**src/rtl/sr_pkg.sv**
```systemverilog
// rtl/sr_pkg.sv - shared command encodings, FSM state type and SR helper
package sr_pkg;

    localparam logic [1:0] SR_NOP = 2'b00;
    localparam logic [1:0] SR_CLR = 2'b01;
    localparam logic [1:0] SR_SET = 2'b10;
    localparam logic [1:0] SR_BAD = 2'b11;

    typedef enum logic {
        IDLE  = 1'b0,
        GRANT = 1'b1
    } fsm_state_e;

    // Next value of one flag under an {s,r} command; NOP and BAD hold it.
    function automatic logic sr_apply(input logic cur, input logic [1:0] cmd);
        logic nxt;
        nxt = cur;
        case (cmd)
            SR_SET:  nxt = 1'b1;
            SR_CLR:  nxt = 1'b0;
            default: nxt = cur;
        endcase
        return nxt;
    endfunction

endpackage

```
**src/rtl/rr_arbiter.sv**
```systemverilog
// rtl/rr_arbiter.sv - round-robin arbiter, one-hot grant, pointer advances past the winner
module rr_arbiter #(
    parameter  int NREQ = 4,
    localparam int PW   = $clog2(NREQ)
) (
    input  logic            clk,
    input  logic            rst_n,
    input  logic [NREQ-1:0] req,
    input  logic            adv,
    output logic [NREQ-1:0] gnt
);

    logic [PW-1:0] ptr_q;
    logic [PW-1:0] ptr_d;
    logic          found;

    always_comb begin
        gnt   = '0;
        found = 1'b0;
        for (int i = 0; i < NREQ; i++) begin
            int k;
            k = int'(ptr_q) + i;
            if (k >= NREQ) k = k - NREQ;
            if (!found && req[k]) begin
                gnt[k] = 1'b1;
                found  = 1'b1;
            end
        end
    end

    // Pointer only moves when the caller actually consumes the grant.
    always_comb begin
        ptr_d = ptr_q;
        if (adv) begin
            for (int k = 0; k < NREQ; k++) begin
                if (gnt[k]) ptr_d = (k == NREQ - 1) ? '0 : PW'(k + 1);
            end
        end
    end

    always_ff @(posedge clk or negedge rst_n) begin
        if (!rst_n) ptr_q <= '0;
        else        ptr_q <= ptr_d;
    end

endmodule

```
**src/rtl/sr_flag_arbiter.sv**
```systemverilog
// rtl/sr_flag_arbiter.sv - round-robin arbitrated writer of a shared set/reset flag bank
module sr_flag_arbiter
    import sr_pkg::*;
#(
    parameter  int NREQ  = 4,
    parameter  int NFLAG = 8,
    localparam int IDXW  = $clog2(NFLAG)
) (
    input  logic                 clk,
    input  logic                 rst_n,
    input  logic [NREQ-1:0]      req,
    input  logic [2*NREQ-1:0]    req_sr,
    input  logic [IDXW*NREQ-1:0] req_idx,
    input  logic                 clr_all,
    output logic [NREQ-1:0]      gnt,
    output logic                 err,
    output logic [NFLAG-1:0]     flags,
    output logic [NFLAG-1:0]     flags_n
);

    logic [NREQ-1:0]  arb_gnt;
    logic             accept;
    logic [1:0]       sel_sr;
    logic [IDXW-1:0]  sel_idx;
    logic             idx_ok;

    fsm_state_e       state_q, state_d;
    logic [NREQ-1:0]  gnt_q, gnt_d;
    logic             err_q, err_d;
    logic [NFLAG-1:0] flags_q, flags_d;

    assign accept = (|req) && !clr_all;

    rr_arbiter #(.NREQ(NREQ)) u_rr (
        .clk   (clk),
        .rst_n (rst_n),
        .req   (req),
        .adv   (accept),
        .gnt   (arb_gnt)
    );

    always_comb begin
        sel_sr  = SR_NOP;
        sel_idx = '0;
        for (int k = 0; k < NREQ; k++) begin
            if (arb_gnt[k]) begin
                sel_sr  = req_sr[2*k +: 2];
                sel_idx = req_idx[IDXW*k +: IDXW];
            end
        end
        idx_ok = int'(sel_idx) < NFLAG;
    end

    // clr_all wins over any command; otherwise at most the one addressed flag moves.
    always_comb begin
        flags_d = flags_q;
        if (clr_all) begin
            flags_d = '0;
        end else if (accept && idx_ok) begin
            for (int f = 0; f < NFLAG; f++) begin
                if (f == int'(sel_idx)) flags_d[f] = sr_apply(flags_q[f], sel_sr);
            end
        end
    end

    always_comb begin
        gnt_d   = accept ? arb_gnt : '0;
        err_d   = accept && ((sel_sr == SR_BAD) || !idx_ok);
        state_d = state_q;
        case (state_q)
            IDLE:    if (accept)  state_d = GRANT;
            GRANT:   if (!accept) state_d = IDLE;
            default: state_d = IDLE;
        endcase
    end

    always_ff @(posedge clk or negedge rst_n) begin
        if (!rst_n) begin
            state_q <= IDLE;
            gnt_q   <= '0;
            err_q   <= 1'b0;
            flags_q <= '0;
        end else begin
            state_q <= state_d;
            gnt_q   <= gnt_d;
            err_q   <= err_d;
            flags_q <= flags_d;
        end
    end

    assign gnt     = gnt_q;
    assign err     = err_q;
    assign flags   = flags_q;
    assign flags_n = ~flags_q;

endmodule

```
**config.mk**
```make
export PLATFORM = sky130hd
export DESIGN_NAME = sr_flag_arbiter
export DESIGN_NICKNAME = d
export VERILOG_FILES = /design/src/rtl/sr_pkg.sv /design/src/rtl/rr_arbiter.sv /design/src/rtl/sr_flag_arbiter.sv
export SDC_FILE = /design/constraint.sdc
export NUM_CORES = 1
export LEC_CHECK = 0
export CAP_MARGIN = 20
export CELL_PAD_IN_SITES_DETAIL_PLACEMENT = 2
export CELL_PAD_IN_SITES_GLOBAL_PLACEMENT = 2
export CORE_AREA = 2 2 64 90
export CTS_CLUSTER_DIAMETER = 120
export CTS_CLUSTER_SIZE = 14
export DETAILED_ROUTE_END_ITERATION = 12
export DIE_AREA = 0 0 66 92
export PLACE_DENSITY_LB_ADDON = 0.1
export SETUP_SLACK_MARGIN = 0.5
export SLEW_MARGIN = 20
export SYNTH_ARGS = -nofsm -noshare
export SYNTH_HDL_FRONTEND = slang
export SYNTH_SLANG_ARGS = --single-unit
```
**constraint.sdc**
```tcl
create_clock -name clk -period 7.33 [get_ports clk]
set_input_delay 2.199 -clock clk [delete_from_list [all_inputs] [get_ports clk]]
set_output_delay 2.199 -clock clk [all_outputs]
set_load 0.01 [all_outputs]
```
==> reports/qor.yml <==
logic_synthesis:
  syn_inst: 160
  ys_warn_count: 0
  synthDistinctLibCells: 46
  synth-seq-cells: 15
  synth_area_leader_cell: "dfrtp_1"
  synth_edf_count: 0
  syn_area_per_cell_um2: 8.56
  synth_top_flop_cell: "dfrtp_1"
  netlist_area_um2: 1370
  synth-async-reset-ratio_pct: 100
  synth.yosys.seq_area_share_pct: 27.4
  synth_area_leaders: "dfrtp_1, ha_1, mux4_1"
  synth_fp_nets: 194
  synth_top_area_share_pct: 27.4
global_route:
  grt-ovfl-total: 0
  antenna_found_initial: 0
  grt_first_pass_wirelength_mm: 7.80
  grt_usage_pct: 16.8
  grt_pass1_vias: 1589
  grt_max_degree: 16
sta:
  tightest_slew_ps: 667
  finalCriticalPeriod_ps: 5690
  max-slew-margin-rel_pct: 55.4
  min_period_over_period_pct: 77.7
  hold_viol: 0
  fin_skew_ps: 5.19
  tns_ps: 0
  setup_violations: 0
  hold_slack_ps: 578
  max_freq_mhz: 176
  drv_slew: 0
  rsz0062_at_grt: "no"
  fin_ws_ps: 1640
worst_setup_path:
  reg2regPathDepth: 11
  crit_path_max_fanout: 11
  crit_arrival_ps: 5810
  cp-end-kind: "flip-flop"
  critPathKind: "input pin to flip-flop"
  cp_cell_sequence: "clkdlybuf4s50_1, mux4_1, or4b_1, o211ai_2, or2_1, o31ai_2, a222oi_1, nand2_1, o311ai_1, o21ai_0"
  worst_path_max_delay_cell: "mux4_1"
  required_ps: 7450
  critPathMaxStageDelay_ps: 760
  worstSetupStartpointType: "input pin"
pwr:
  switching_share_pct: 52.7
  combPwrFrac_pct: 76.1
  p_leak_nw: 0.778
  ir_drop_v: 0.000156
  power_uw: 928
  p_clk_share_pct: 7.4
  p_sw_uw: 489
  pwr-share-seq_pct: 16.4
  powerDensity_nw_per_um2: 477
  intPower_uw: 439
floorplanning:
  die_x_um: 66
  ioPinCount: 48
  rows: 32
  die-area_um2: 6070
  start_util_pct: 25.5
  coreArea_um2: 5370
  fp.dieH_um: 92
clocking:
  clockBufferDepth: 2
  postCtsHoldBufs: 0
  clk_pin_slew_ps: 70
  clk_latency_ps: 250
  cts_setup_buffers: 0
  ctsRootBufferMaster: "clkbuf_8"
  clock-sinks: 15
  cts_buffers: 3
  cts_tree: "yes"
  ctsHtreeMaxLevel: 1
  postCtsResizedCells: 0
routing:
  wirelength_mm: 4.82
  vias: 1432
  dr.first_iter.drc_count: 46
  drcViolationCount: 0
  viasPerCell: 5.23
  drtPass1Iterations: 4
  wl_per_cell_um: 17.6
  ant_nets: 0
cells_and_area:
  multi_input_area_um2: 878
  seqCellArea_um2: 375
  n_antenna_cell: 0
  fin_area_um2: 1940
  syn_to_final_growth_pct: 41.9
  num-fill-cells: 632
  drive_gt1_share_pct: 6.31
  stdcell_count: 274
  fin_util_pct: 36.2
  mostFrequentLayoutCell: "clkdlybuf4s50_1"
  layout_common_cells: "clkdlybuf4s50_1, inv_1, nand2_1"
  layout.nets: 241
hold_path:
  min_path_type: "flip-flop to flip-flop"
  hold_depth: 2
job:
  cap_violations: 0
status:
  status: "completed"
place:
  dp.cells: 270
  finalWeightedCongestion: 0.829
  port_buffers: 47
  pre_cts_ws_ps: 1330
  place_area_um2: 1900
  hpwl_mm: 4.25
[path summary, 6_finish.rpt]
path / startpoint / end / slack, ps
min: flags[5] / flags[5] / 580
max: req[2] / flags[2] / 1640
max reg2reg: u_rr.ptr_q[0] / flags[2] / 2920
min reg2reg: flags[5] / flags[5] / 580
max in group asynchronous: rst_n / flags[6] / 4550
min in group asynchronous: rst_n / flags[1] / 2360
[state kept, by name, indices dropped and copies added (netlist names)]
| register | count |
|---|---|
| err | 1 |
| u_rr.ptr_q | 2 |
| flags | 8 |
| gnt | 4 |
[routing by layer]
metal,vias up,share of wire [%],global-route usage (%)
li1,685,-,-
met1,705,30,14.8
met2,32,64,35.8
met3,10,2.3,0.859
met4,0,3.3,7.82
met5,-,0,0
[power by group through the flow]
stage	Combinational, mW	Clock [mW]	Sequential [mW]
CTS	0.718	0.0720	0.154
floorplan	0.472	0	0.152
finish	0.706	0.0691	0.153
detailed placement	0.716	0	0.156
global route	0.790	0.0743	0.158
global placement	0.692	0	0.153
[worst max-delay path: cells and delay by family]
family	cells	cell delay, ps
AO/OA/AOI/OAI	5	1230
multiplexers	1	760
AND/OR/NAND/NOR	3	1080
buffers and inverters	1	550
[synthesized netlist by cell type, types with 2 or more instances]
| library cell | instances |
|---|---|
| a211o_1 | 2 |
| a21oi_1 | 3 |
| a222oi_1 | 2 |
| a22oi_1 | 2 |
| a31o_2 | 2 |
| a31oi_1 | 4 |
| and2_1 | 2 |
| buf_2 | 2 |
| buf_6 | 2 |
| clkbuf_1 | 2 |
| dfrtp_1 | 15 |
| ha_1 | 7 |
| inv_1 | 19 |
| mux2i_1 | 4 |
| mux4_1 | 3 |
| nand2_1 | 18 |
| nand2b_1 | 4 |
| nand3_1 | 3 |
| nand3b_1 | 3 |
| nor2_1 | 12 |
| nor3_1 | 2 |
| nor3b_1 | 2 |
| o21a_1 | 2 |
| o21ai_0 | 7 |
| o21ai_1 | 7 |
| o311ai_1 | 8 |
| o31ai_1 | 2 |
[kinds of logic (layout without fill, tap and decap cells)]
| group | Yosys count | in the layout | share of synthesized area, % |
|---|---|---|---|
| compound gates | 51 | 51 | 27.8 |
| fa+ha+maj | 7 | 7 | 6.39 |
| buf+inv | 26 | 72 | 8.49 |
| flops | 15 | 15 | 27.4 |
| mux | 8 | 8 | 10.3 |
| simple gates | 53 | 53 | 19.6 |
[area by class of cell]
cell class / count / share of cell area (%)
Multi-Input combinational cell: 119 / 45.2
Timing Repair Buffer: 49 / 25.0
Clock inverter: 1 / 0.386
Clock buffer: 3 / 2.12
Sequential cell: 15 / 19.3
Tap cell: 68 / 4.38
Inverter: 19 / 3.67
No activity file was read; power rests on OpenSTA's default activity.
